## src/rtl/pwm_load_sched.sv

```systemverilog
// pwm_load_sched: divides the core clock into the load clock clkZ, keeps
// per-channel shadow A/B limits, commits them atomically on a clkZ fall and
// sequences the shared count enable so it changes only on frame boundaries.
module pwm_load_sched #(
    parameter int NCH = 4,
    parameter int W   = 7,
    parameter int DIV = 200,
    localparam int CHW = (NCH > 1) ? $clog2(NCH) : 1
) (
    input  logic               clkCore,
    input  logic               reset_n,
    input  logic               cfg_valid,
    output logic               cfg_ready,
    input  logic [CHW-1:0]     cfg_ch,
    input  logic [W-1:0]       cfg_A,
    input  logic [W-1:0]       cfg_B,
    input  logic               commit,
    input  logic               run,
    output logic               clkZ,
    output logic               en,
    output logic [NCH*W-1:0]   A_val_bus,
    output logic [NCH*W-1:0]   B_val_bus,
    output logic               applied,
    output logic               cfg_err
);

    localparam int CW   = $clog2(DIV);
    localparam int HALF = DIV / 2;

    typedef enum logic {
        S_IDLE,
        S_RUN
    } state_t;

    state_t          state, state_nxt;
    logic [CW-1:0]   cnt, cnt_nxt;
    logic            boundary;
    logic            pend;
    logic            cfgd;
    logic            cfgd_nxt;
    logic            wr_fire;
    logic [W-1:0]    shadow_a [NCH];
    logic [W-1:0]    shadow_b [NCH];

    // Divider successor; the boundary is the edge on which cnt becomes DIV/2.
    always_comb begin
        cnt_nxt = (cnt == CW'(DIV - 1)) ? '0 : cnt + 1'b1;
    end

    assign boundary  = (cnt_nxt == CW'(HALF));
    // Writes stay blocked through the applied cycle so the host sees the
    // commit land before it may touch the shadows again.
    assign cfg_ready = !(pend || applied);
    assign wr_fire   = cfg_valid && cfg_ready;
    // A commit landing on this boundary already counts for the run decision.
    assign cfgd_nxt  = cfgd || (boundary && pend);

    // Divider and registered load clock; clkZ is decoded from the next count
    // so it is a flop output and cannot glitch.
    always_ff @(posedge clkCore or negedge reset_n) begin
        if (!reset_n) begin
            cnt  <= CW'(HALF);
            clkZ <= 1'b0;
        end else begin
            // NOTE: state registers use non-blocking assignments so every
            // flop samples the pre-edge values of the others.
            cnt  <= cnt_nxt;
            clkZ <= (cnt_nxt < CW'(HALF));
        end
    end

    // Host-facing shadow registers and the sticky out-of-range flag.
    always_ff @(posedge clkCore or negedge reset_n) begin
        if (!reset_n) begin
            // NOTE: shadows are reset explicitly because a commit before any
            // write must publish zeros, not power-up garbage.
            for (int k = 0; k < NCH; k++) begin
                shadow_a[k] <= '0;
                shadow_b[k] <= '0;
            end
            cfg_err <= 1'b0;
        end else if (wr_fire) begin
            for (int k = 0; k < NCH; k++) begin
                if (cfg_ch == CHW'(k)) begin
                    shadow_a[k] <= cfg_A;
                    shadow_b[k] <= cfg_B;
                end
            end
            if (32'(cfg_ch) >= 32'(NCH)) begin
                cfg_err <= 1'b1;
            end
        end
    end

    // Commit pending flag and atomic shadow-to-active transfer at a boundary.
    always_ff @(posedge clkCore or negedge reset_n) begin
        if (!reset_n) begin
            pend      <= 1'b0;
            applied   <= 1'b0;
            cfgd      <= 1'b0;
            A_val_bus <= '0;
            B_val_bus <= '0;
        end else begin
            cfgd <= cfgd_nxt;
            if (boundary && pend) begin
                for (int k = 0; k < NCH; k++) begin
                    A_val_bus[k*W +: W] <= shadow_a[k];
                    B_val_bus[k*W +: W] <= shadow_b[k];
                end
                pend    <= 1'b0;
                applied <= 1'b1;
            end else begin
                applied <= 1'b0;
                if (commit && !pend) begin
                    pend <= 1'b1;
                end
            end
        end
    end

    // Run/idle next state; decisions are taken only on boundary edges.
    always_comb begin
        // NOTE: default first so every path assigns state_nxt and no latch
        // is inferred.
        state_nxt = state;
        if (boundary) begin
            case (state)
                S_IDLE:  if (run && cfgd_nxt) state_nxt = S_RUN;
                S_RUN:   if (!run)            state_nxt = S_IDLE;
                default:                      state_nxt = S_IDLE;
            endcase
        end
    end

    // State register; en is registered from the next state so it moves with
    // the clkZ fall.
    always_ff @(posedge clkCore or negedge reset_n) begin
        if (!reset_n) begin
            state <= S_IDLE;
            en    <= 1'b0;
        end else begin
            state <= state_nxt;
            en    <= (state_nxt == S_RUN);
        end
    end

endmodule

```

## config.mk

```make
export PLATFORM = sky130hd
export DESIGN_NAME = pwm_load_sched
export DESIGN_NICKNAME = d
export VERILOG_FILES = /design/src/rtl/pwm_load_sched.sv
export SDC_FILE = /design/constraint.sdc
export NUM_CORES = 1
export LEC_CHECK = 0
export ABC_AREA = 0
export CORE_ASPECT_RATIO = 1.25
export CORE_MARGIN = 2
export CORE_UTILIZATION = 40
export DETAILED_ROUTE_END_ITERATION = 12
export PLACE_DENSITY = 0.61
export SETUP_SLACK_MARGIN = 0.05
export SLEW_MARGIN = 10
export SYNTH_ARGS = -nofsm -noshare
export SYNTH_HDL_FRONTEND = slang
export SYNTH_SLANG_ARGS = --single-unit
```

## constraint.sdc

```tcl
create_clock -name clkCore -period 3.25 [get_ports clkCore]
set_clock_uncertainty 0.2 [all_clocks]
set_input_delay 0.65 -clock clkCore [delete_from_list [all_inputs] [get_ports clkCore]]
set_output_delay 0.65 -clock clkCore [all_outputs]
set_load 0.01 [all_outputs]
```

Word level (Yosys, flattened, before mapping)
Index checks and enable logic that the tools add are counted.
Operators by class
  add/subtract/negate cells: 1
  $lt $le $gt $ge: 1
  equal/unequal tests: 5
  mux-type cells: 7
  bitwise gates (word level): 1
  reduce and logical (&&, ||, !) cells: 14
Operators with widths (number)
  $add A8 B1 Y8 const B: 1
  $eq A8 B7 Y1 const B: 1
  $eq A8 B8 Y1 const B: 1
  $lt A8 B7 Y1 const B: 1
  $mux W8: 1
  $reduce_and A2 Y1: 4
  $mux W1: 5
  $eq A2 B2 Y1 const B: 2
  $logic_and A1 B1 Y1: 4
  $eq A2 B1 Y1 const B: 1
  $logic_not A1 Y1: 2
  $logic_not A2 Y1: 1
  $logic_or A1 B1 Y1: 2
  $pmux W1 S2: 1
  $reduce_bool A2 Y1: 1
  $not A1 Y1: 1
Storage, ports and cells
  flip-flop bits (word level): 125
  bits of input ports: 21
  logic and storage cells: 45

Longest topological paths before layout
  depth after elaboration: 8
  gate-level depth with buffers: 8
  mapped depth without buffers: 6

Worst setup path after synthesis
No wires, ideal clock.
  kind: register to register
  from: register cnt[0]
  to: register A_val_bus[26]
  setup time: 128 ps
  arrival time: 1996 ps
  required time: 2922 ps
  path slack: 927 ps
  stages on the path, launching flop included: 9
  path through: dfrtp_1 ha_1 nand2_1 or3_1 a21oi_4 nand4_4 buf_6 buf_6 mux2_1
Between the ends
  longest elaborated chain between the ends: 4
  elaborated cells on any way between the ends: 5
RTL lines
  start: declaration: line 36  | logic [CW-1:0] cnt, cnt_nxt;
  start signal: assignment: line 62  | cnt <= CW'(HALF);
  start signal: assignment: line 67  | cnt <= cnt_nxt;
  $add A8 B1 Y8 / $eq A8 B8 Y1 (equally long branches): line 47  | cnt_nxt = (cnt == CW'(DIV - 1)) ? '0 : cnt + 1'b1;
  $mux W8 (*): line 47
  net cnt_nxt[6]: line 36
  $eq A8 B7 Y1 (*): line 50  | assign boundary = (cnt_nxt == CW'(HALF));
  $logic_and A1 B1 Y1 (*): line 105  | if (boundary && pend) begin
  end signal: indexed assignment: line 107  | A_val_bus[k*W +: W] <= shadow_a[k];
  end: declaration: line 21  | output logic [NCH*W-1:0] A_val_bus,
Mark *: on every way through the listed nets, which the timed path passes. The rest lies on a longest branch.
A chain may end at the register's enable or synchronous reset.

Final worst setup path
  from: register cnt[0]
  to: register B_val_bus[13]
Between the ends
  longest elaborated chain between the ends: 4
  elaborated cells on any way between the ends: 5
RTL lines
  $add A8 B1 Y8 / $eq A8 B8 Y1 (equally long branches): line 47
  $mux W8 (*): line 47
  net cnt_nxt[6]: line 36
  $eq A8 B7 Y1 (*): line 50
  $logic_and A1 B1 Y1 (*): line 105
  end signal: indexed assignment: line 108  | B_val_bus[k*W +: W] <= shadow_b[k];
  end: declaration: line 22  | output logic [NCH*W-1:0] B_val_bus,
Marks and branches as above.

==> flow_metrics.py <==
metrics = {
    "status": {
        "outcome": "complete, no violations",
    },
    "worst_setup_path": {
        "worstSetupStartpointType": "flop",
        "timing.reg2reg.setup_slack_ns": 0.51,
        "timing.rr.start": "cnt[0]",
        "setup.worst_path.class": "flop to flop",
        "worstPathArrival_ns": 2.82,
        "r2r.worst_path.cells": 7,
        "worst_r2r_endpoint": "B_val_bus[13]",
        "crit_fanout": 46,
        "critPathCaptureType": "flop",
        "required_ns": 3.33,
    },
    "pwr": {
        "vdd_ir_drop_max_mv": 0.3340,
        "power_density_nw_per_um2": 568.5,
        "leakage_uw": 0.003105,
    },
    "timing": {
        "hold_viol": 0,
        "maxSlewViolCount": 0,
        "worst_slew_pin_tran_ns": 0.6318,
        "timing.setup.tns_ns": 0,
        "rsz0062_at_grt": "false",
        "min_period_over_period_pct": 84.29,
        "timing.fmax_mhz": 365.0,
        "period_minus_slack_ns": 2.739,
        "relSlewSlack_pct": 57.88,
        "finalSetupViolCount": 0,
    },
    "floorplan": {
        "initial_core_util_pct": 41.07,
        "die_h_um": 126.4,
        "rows": 44,
        "die-area_um2": 12880,
        "ioPinCount": 82,
        "core_region_area_um2": 11670,
        "floorplan.die.width_um": 101.9,
    },
    "detailed_routing": {
        "top_layer_used": "met4",
        "average_wire_per_cell_in_the_routed_design_um": 16.37,
        "detail_route.vias_per_cell": 4.831,
        "wirelength_um": 9199,
        "final_antenna_net_count": 0,
        "met2RoutedLength_um": 4342,
        "via_count": 2715,
        "remaining_drc_errors": 0,
        "routedLengthMet1_um": 4179,
        "drt_first_pass_iters": 4,
        "met3RoutedLength_um": 569,
        "first_iter_violations": 105,
    },
    "grt": {
        "maximum_number_of_pins_on_one_net_before_global_route_repair": 79,
        "first_global_vias": 2868,
        "track_usage_pct": 15.42,
        "grt_first_pass_wirelength_um": 14780,
        "number_of_antenna_violations_at_the_first_check_in_global_routing": 0,
        "globalRoute.totalOverflow": 0,
    },
    "layout": {
        "insertedDiodeCount": 0,
        "syn_to_final_growth_pct": 34.69,
        "layoutNonFillerInstCount": 562,
        "final_nets": 411,
        "drive_gt1_share_pct": 35.41,
        "fillCellCount": 986,
    },
    "worst_hold_path": {
        "worstHoldPathType": "input pin to asynchronous set/reset pin",
    },
    "logic_synthesis": {
        "synth-seq-cells": 125,
        "synth_fa_ha_area_share_pct": 0.2610,
        "synth_top_family_by_area": "multiplexers",
        "synth_compound_gate_area_share_pct": 1.671,
        "synthesis.yosys.warnings": 1,
        "fraction_of_the_mapped_netlist_area_in_simple_logic_gates_pct": 3.472,
        "asyncSetResetFlopFracSynth_pct": 100.0,
        "synth_largest_area_cell": "sky130_fd_sc_hd__dfrtp_1",
        "syn-mean-instance-area_um2": 16.36,
        "yosysUniqueCellTypes": 37,
        "synth_enable_flop_cells": 0,
        "post-synth-top-area-fraction_pct": 63.69,
        "synth.cells.most_frequent": "sky130_fd_sc_hd__dfrtp_1, sky130_fd_sc_hd__mux2_2, sky130_fd_sc_hd__mux2_1",
        "synth_xor_area_share_pct": 0.7309,
        "syn_area_um2": 4793,
        "synth_seq_area_share_pct": 65.34,
        "synthTopCellsByArea": "sky130_fd_sc_hd__dfrtp_1, sky130_fd_sc_hd__mux2_2, sky130_fd_sc_hd__mux2_1, sky130_fd_sc_hd__mux2_4, sky130_fd_sc_hd__dfstp_2",
        "synth_top_flop_cell": "sky130_fd_sc_hd__dfrtp_1",
        "yosys-mux-area-fraction_pct": 26.78,
        "syn-instance-count": 293,
        "synth.net_count": 315,
        "yosys.cell_count.top_type": "sky130_fd_sc_hd__dfrtp_1",
    },
    "clock_network": {
        "cts_repair_resize_count": 0,
        "postCtsSetupRepairBufs": 0,
        "ctsLongestPathBuffers": 2,
        "cts_made_buffers": 17,
        "clock-sinks": 125,
        "cts-hold-fix-buffers": 0,
        "clk_transition_reported_paths_ns": 0.05,
        "insertion_delay_ns": 0.40,
        "cts_tree": "built",
        "h-tree-depth": 4,
        "ctsRootBufferMaster": "sky130_fd_sc_hd__clkbuf_16",
    },
    "placed_design": {
        "place.gp.congestion": 0.7683,
        "hpwl_um": 6052,
        "placement.io_buffers": 80,
        "place.detailed.instances": 531,
    },
    "job": {
        "timing.max_cap.violations": 0,
    },
}
## stage by stage
step / worst slack [ns] / utilization (%) / hold WS [ns] / area, um^2 / total power (uW)
global route: 0.3803 / 55.32 / 0.1050 / 6456 / 3804
finish: 0.5105 / 55.32 / 0.07039 / 6456 / 3670
floorplan: 0.9269 / - / 0.1544 / 4793 / 1675
global placement: 0.5901 / 50.00 / 0.2421 / 5836 / 1747
CTS: 0.5144 / 55.32 / 0.08582 / 6456 / 3716
detailed placement: 0.5287 / 50.00 / 0.2675 / 5836 / 1753
## worst max path at each step
| stage | from | to | cells past startpoint |
|---|---|---|---|
| 2_1_floorplan | cnt[0] | A_val_bus[26] | 8 |
| 4_1_cts | cnt[0] | B_val_bus[13] | 7 |
| 6_report | cnt[0] | B_val_bus[13] | 7 |
| 3_5_place_dp | cnt[0] | B_val_bus[19] | 7 |
| 3_3_place_gp | cnt[0] | A_val_bus[17] | 7 |
| 5_1_grt | cnt[0] | B_val_bus[13] | 7 |
## routing by layer
layer  global-route usage (%)  up-vias
met3                    7.107       10
li1                         -     1232
met4                    5.176        0
met2                    22.83       78
met1                    20.10     1395
met5                        0        -
## cells in the final DEF, fill, tap and decap left out, drive strengths merged
| master | n |
|---|---|
| nor2 | 5 |
| nor4 | 1 |
| nand2 | 4 |
| clkdlybuf4s50 | 79 |
| ha | 1 |
| o22a | 1 |
| o2111a | 1 |
| o31a | 1 |
| xor2 | 2 |
| o211ai | 1 |
| mux2 | 112 |
| a21oi | 1 |
| nor4b | 1 |
| conb | 1 |
| clkbuf | 25 |
| inv | 2 |
| nor3b | 1 |
| o211a | 1 |
| nand4b | 1 |
| nand2b | 2 |
| buf | 10 |
| dfrtp | 122 |
| o21ai | 2 |
| nand3 | 5 |
| nand4 | 2 |
| or3 | 1 |
| clkinv | 3 |
| nor3 | 2 |
| and2 | 1 |
| dfstp | 3 |
| o21a | 1 |
| nand3b | 1 |
| bufinv | 3 |
| xnor2 | 2 |
## where the power goes
part           switching [uW]  leakage (uW)  internal, uW
clock network             626      0.000309          1320
registers                18.7       0.00169          1600
logic                    51.8       0.00111          53.2
total                     697       0.00310          2970
## critical path, cell delays in order, from the launching register on
cell,delay (ns)
sky130_fd_sc_hd__dfrtp_1,0.37
sky130_fd_sc_hd__ha_1,0.25
sky130_fd_sc_hd__nand4b_1,0.17
sky130_fd_sc_hd__nor4b_2,0.54
sky130_fd_sc_hd__a21oi_4,0.10
sky130_fd_sc_hd__nand4_4,0.26
sky130_fd_sc_hd__buf_12,0.30
sky130_fd_sc_hd__mux2_2,0.37
## flip-flops by register name (all words and copies together), names as in the netlist
name	cells
A_val_bus	28
B_val_bus	28
shadow_a	28
shadow_b	28
cnt	8
applied	1
cfgd	1
clkZ	1
pend	1
state	1
## cells by family after synthesis
group	after synthesis
flip-flops	125
buffers and inverters	14
AO/OA/AOI/OAI	9
AND/OR/NAND/NOR	27
XOR/XNOR	4
multiplexers	112
adder cells (fa/ha/maj)	1
other	1
## layout make-up
class	count	area, um^2	area share [%]
tap	161	201.4	3.120
clock buffer	25	515.5	7.984
inverter	2	7.507	0.1163
timing repair buffer	89	903.4	13.99
sequential	125	3132	48.51
clock inverter	6	105.1	1.628
multi-input combinational	154	1592	24.65
No activity file was read; power rests on OpenSTA's default activity.
==> RTL change 1: new RTL, same settings <==
Change the parameter `NCH` from 4 to 2.
--- a/src/rtl/pwm_load_sched.sv
+++ b/src/rtl/pwm_load_sched.sv
@@ -4,3 +4,3 @@
 module pwm_load_sched #(
-    parameter int NCH = 4,
+    parameter int NCH = 2,
     parameter int W   = 7,
Interface: changed (resized A_val_bus, B_val_bus and cfg_ch); port bits go from 82 to 53. The function was not compared with the original's and may differ.
==> RTL change 1 against the unedited design <==
Largest power group is now registers. Cell area fell by 44%. Synthesized area fell by 40%. Worst setup slack improved by 0.20 ns. Sequential cell count fell by 56. Routed wire length fell by 47%. Highest routed layer unchanged. Sequential power fell by 44%. Total power fell by 57%. Sequential share of layout area fell by 0.57 points.
==> RTL change 1: results (changes against the unedited design) <==
| Metric | Value |
|---|---|
| Status | completed |
| Fin crit period | 2.54 ns (-0.203 ns) |
| Routed wire length | 4.90 mm (-47%) |
| LEAKAGE | 1.74 nW (-44%) |
| R2R Setup Slk | 0.71 ns (+0.20 ns) |
| H-tree Lvls | 3 (-1) |
| Post-synthesis sequential area ratio | 60.3% (-5.0 points) |
| Crit path max fanout | 16 (-65%) |
| Vias in the first global route | 1631 (-43%) |
| Internal power | 0.00123 W (-59%) |
| Hold slack | 0.184 ns (+0.113 ns) |
| Clk_lat worst skew | 0.33 ns (-0.07 ns) |
| R2R cell count | 6 (-1) |
| Top post-synthesis cells by area | dfrtp_1 (58%), mux2_4 (14%), mux2_2 (11%) |
| First-pass GRT wire length | 8.20 mm (-44%) |
| CP max-delay cell | nand2_2 |
| CTS Root Cell | clkbuf_8 |
| Pin count of the biggest net entering global routing | 38 (-52%) |
| Measured slew at the worst slew-check pin | 0.750 ns (+0.118 ns) |
| Largest stage delay, worst path | 0.40 ns (-0.14 ns) |
| Reg-to-Reg End | A_val_bus[13] |
| Max Root-Sink Buffers | 2 (unchanged) |
| Drt via density | 4.74 (-1.8%) |
| Number of DRC markers in iteration 0 | 109 (+3.8%) |
| CTS Buf Count | 9 (-8) |
| Yosys cell types | 34 (-8.1%) |
| Layout cell share with drive strength beyond 1 | 33.7% (-1.7 points) |
| Mapped Nets | 205 (-35%) |
| VDD IR-drop max | 207 uV (-38%) |
| Placer Congestion | 0.789 (+2.6%) |
| Dpl hpwl | 3.36 mm (-44%) |
| Synth top cells by count | dfrtp_1 (66), mux2_2 (29), mux2_4 (27) |
| CP arrival | 2.55 ns (-0.27 ns) |
| Fin nets | 259 (-37%) |
| Crit path capture | A_val_bus[13] |
| PortBufs | 51 (-36%) |
| GRT Resource Usage Total | 13.9% (-1.5 points) |
| Pre-CTS WS | 0.704 ns (+0.175 ns) |
| Reg clk slew, reported paths | 0.07 ns (+0.02 ns) |
| Worst hold path class | in -> async |
## RTL change 1: cell count changes in the layout (fill, tap and decap cells not counted), moves of 4 or more
cell             change
buf_4                -4
clkbuf_16           -17
mux2_4              +21
dfrtp_1             -56
mux2_1              -17
mux2_2              -60
clkdlybuf4s50_1     -29
clkbuf_8             +4
## RTL change 1: how the worst min path moves through the flow
stage	to
after floorplan	A_val_bus[0]
after global placement	cnt[0]
after detailed placement	cnt[0]
after CTS	shadow_a[3]
after global routing	shadow_a[3]
final	shadow_a[3]
## RTL change 1: area by class of cell
cell class | count | share of cell area [%]
tap | 90 | 3.12
inverter | 3 | 0.312
clock buffer | 13 | 4.12
multi-input combinational | 100 | 28.7
timing repair buffer | 55 | 15.2
clock inverter | 3 | 0.589
sequential | 69 | 47.9
## RTL change 1: routing by layer
metal / up-vias / wire length (microns) / track usage (%)
li1: 756 / - / -
met1: 777 / 2330 / 19.5
met2: 38 / 2240 / 20.0
met3: 8 / 216 / 4.03
met4: 0 / 106 / 6.65
met5: - / 0 / 0
## RTL change 1: power groups by stage
stage | sequential (W) | clock, W | combinational [W]
floorplan | 0.000916 | 0 | 0.0000289
finish | 0.000903 | 0.000598 | 0.0000742
global route | 0.000907 | 0.000665 | 0.0000830
detailed placement | 0.000920 | 0 | 0.0000763
global placement | 0.000919 | 0 | 0.0000754
CTS | 0.000903 | 0.000626 | 0.0000764
## RTL change 1: logic make-up (layout without fill, tap and decap cells)
kind of cell / after synthesis / count (layout) / synth area share (%)
other: 1 / 1 / 0.131
XOR/XNOR: 4 / 4 / 1.22
AND/OR/NAND/NOR: 26 / 26 / 5.45
buffers and inverters: 15 / 74 / 3.57
adder cells (fa/ha/maj): 1 / 1 / 0.436
multiplexers: 58 / 58 / 26.2
flip-flops: 69 / 69 / 60.3
AO/OA/AOI/OAI: 10 / 10 / 2.70
## RTL change 1: worst register-to-register path, stage by stage, from the launching register on
cell	delay, ns
dfrtp_1	0.39
ha_1	0.29
nor4b_2	0.19
and4b_1	0.24
nand2_2	0.40
buf_4	0.39
mux2_4	0.33
## RTL change 1: stage by stage
step                instances  instance area (sq um)
floorplan                 184                   2870
global placement          317                   3440
detailed placement        317                   3440
CTS                       333                   3610
global route              333                   3610
finish                    333                   3610
==> RTL change 2: new RTL, same settings <==
Without the edit above. Register the inputs `cfg_valid`, `cfg_ch`, `cfg_A` and `cfg_B` before use, with the module's reset. The logic sees them one clock later. The other inputs are not delayed to match.
--- a/src/rtl/pwm_load_sched.sv
+++ b/src/rtl/pwm_load_sched.sv
@@ -34,2 +34,21 @@
 
+    logic cfg_valid_q;
+    logic [CHW-1:0] cfg_ch_q;
+    logic [W-1:0] cfg_A_q;
+    logic [W-1:0] cfg_B_q;
+
+    always_ff @(posedge clkCore or negedge reset_n) begin
+        if (!reset_n) begin
+            cfg_valid_q <= '0;
+            cfg_ch_q    <= '0;
+            cfg_A_q     <= '0;
+            cfg_B_q     <= '0;
+        end else begin
+            cfg_valid_q <= cfg_valid;
+            cfg_ch_q    <= cfg_ch;
+            cfg_A_q     <= cfg_A;
+            cfg_B_q     <= cfg_B;
+        end
+    end
+
     state_t          state, state_nxt;
@@ -53,3 +72,3 @@
     assign cfg_ready = !(pend || applied);
-    assign wr_fire   = cfg_valid && cfg_ready;
+    assign wr_fire   = cfg_valid_q && cfg_ready;
     // A commit landing on this boundary already counts for the run decision.
@@ -83,8 +102,8 @@
             for (int k = 0; k < NCH; k++) begin
-                if (cfg_ch == CHW'(k)) begin
-                    shadow_a[k] <= cfg_A;
-                    shadow_b[k] <= cfg_B;
+                if (cfg_ch_q == CHW'(k)) begin
+                    shadow_a[k] <= cfg_A_q;
+                    shadow_b[k] <= cfg_B_q;
                 end
             end
-            if (32'(cfg_ch) >= 32'(NCH)) begin
+            if (32'(cfg_ch_q) >= 32'(NCH)) begin
                 cfg_err <= 1'b1;
Function: no difference found for any inputs over 10 cycles, from zero or initial values and one cycle with reset_n low; that may be too few to reach the edited logic, so the function may still have changed.
==> RTL change 2 against the unedited design <==
First-iteration DRC count is 20% lower. Routed wire length up 1.5%. Total power up 4.9%. Worst setup slack gained 0.17 ns. Die area is 8.6% higher. Cell area up 5.7%. Sequential cell count increased by 17. Combinational power decreased by 5%. Synthesized area increased by 8.9%. Critical path depth stayed put. Non-clock buffer count is 2 lower. Clock power shrank 3%. Largest cell class unchanged. Highest routed layer unchanged.
==> RTL change 2: results (changes against the unedited design) <==
| Metric | Value |
|---|---|
| Clk sinks | 142 (+14%) |
| Fraction of area in multi-input gates | 23.3% (-1.3 points) |
| Crit path max fanout | 59 (+28%) |
| Repair and plain buffers | 87 (-2.2%) |
| Fin nets | 426 (+3.6%) |
| Post-synthesis sequential area ratio | 68.2% (+2.8 points) |
| Setup WS post-layout | 0.681 ns (+0.170 ns) |
| Pin count of the biggest net entering global routing | 60 (-24%) |
| Placed insts | 553 (+4.1%) |
| Pre-CTS WS | 0.693 ns (+0.164 ns) |
| Syn Inst Count | 310 (+5.8%) |
| Met3 GRT Util | 5.11% (-2.0 points) |
| CP arrival | 2.66 ns (-0.16 ns) |
| DR WL/cell | 16.0 microns (-2.2%) |
| Layout cell share with drive strength beyond 1 | 33.0% (-2.4 points) |
| Synth top cells by count | dfrtp_1 (139), mux2_2 (89), mux2_1 (17) |
| Measured slew at the worst slew-check pin | 0.738 ns (+0.107 ns) |
| Vias in the first global route | 3094 (+7.9%) |
| LEAKAGE | 3.27 nW (+5.2%) |
| Sequential power | 0.00185 W (+14%) |
| Internal power | 0.00311 W (+4.6%) |
| Placer Congestion | 0.712 (-7.3%) |
| Tot Pwr | 0.00385 W (+4.9%) |
| Crit path capture | B_val_bus[15] |
| Status | completed |
| Fillers | 1040 (+5.5%) |
| R2R Setup Slk | 0.68 ns (+0.17 ns) |
| Data buffer area share | 12.9% (-1.1 points) |
| Register Area | 3560 sq um (+14%) |
| Routed wire length | 9.33 mm (+1.5%) |
| Combinational share of power | 2.6% (-0.3 points) |
| Met2 wire len | 4.50 mm (+3.7%) |
| Dpl hpwl | 6.12 mm (+1.0%) |
| GRT Resource Usage Total | 14.7% (-0.72 points) |
| First-pass GRT wire length | 15.9 mm (+7.5%) |
| Met2 Track Usage GR | 22.4% (-0.40 points) |
| Met1 wire length | 4.25 mm (+1.8%) |
| Die area | 14000 sq um (+8.6%) |
| Mapped Nets | 332 (+5.4%) |
| Layout area overhead | 30.8% |
| Clock network share of area | 8.50% (-1.1 points) |
| Top post-synthesis cells by area | dfrtp_1 (67%), mux2_2 (19%), mux2_1 (3.7%) |
-- RTL change 2: cell count changes in the layout (fill, tap and decap cells not counted) --
cell        change
buf_12          -1
buf_4           -2
buf_6           +1
clkbuf_1        +2
clkbuf_8        -4
clkinvlp_4      +1
dfrtp_1        +17
-- RTL change 2: cell families (layout without fill, tap and decap cells) --
kind of cell / Yosys count / count (layout) / synth area share, %
flops: 142 / 142 / 68.2
mux: 112 / 112 / 24.6
simple gates: 27 / 27 / 3.19
buf+inv: 14 / 119 / 1.53
compound gates: 9 / 9 / 1.53
xor+xnor: 4 / 4 / 0.671
fa+ha+maj: 1 / 1 / 0.240
other cells: 1 / 1 / 0.0719
-- RTL change 2: critical path, cell delays in order (launching register included) --
cell and delay, ns:
dfrtp_1 0.37, ha_1 0.26, nand4b_1 0.18, nor4b_2 0.49
a21oi_4 0.10, nand4_4 0.12, buf_12 0.32, mux2_2 0.38
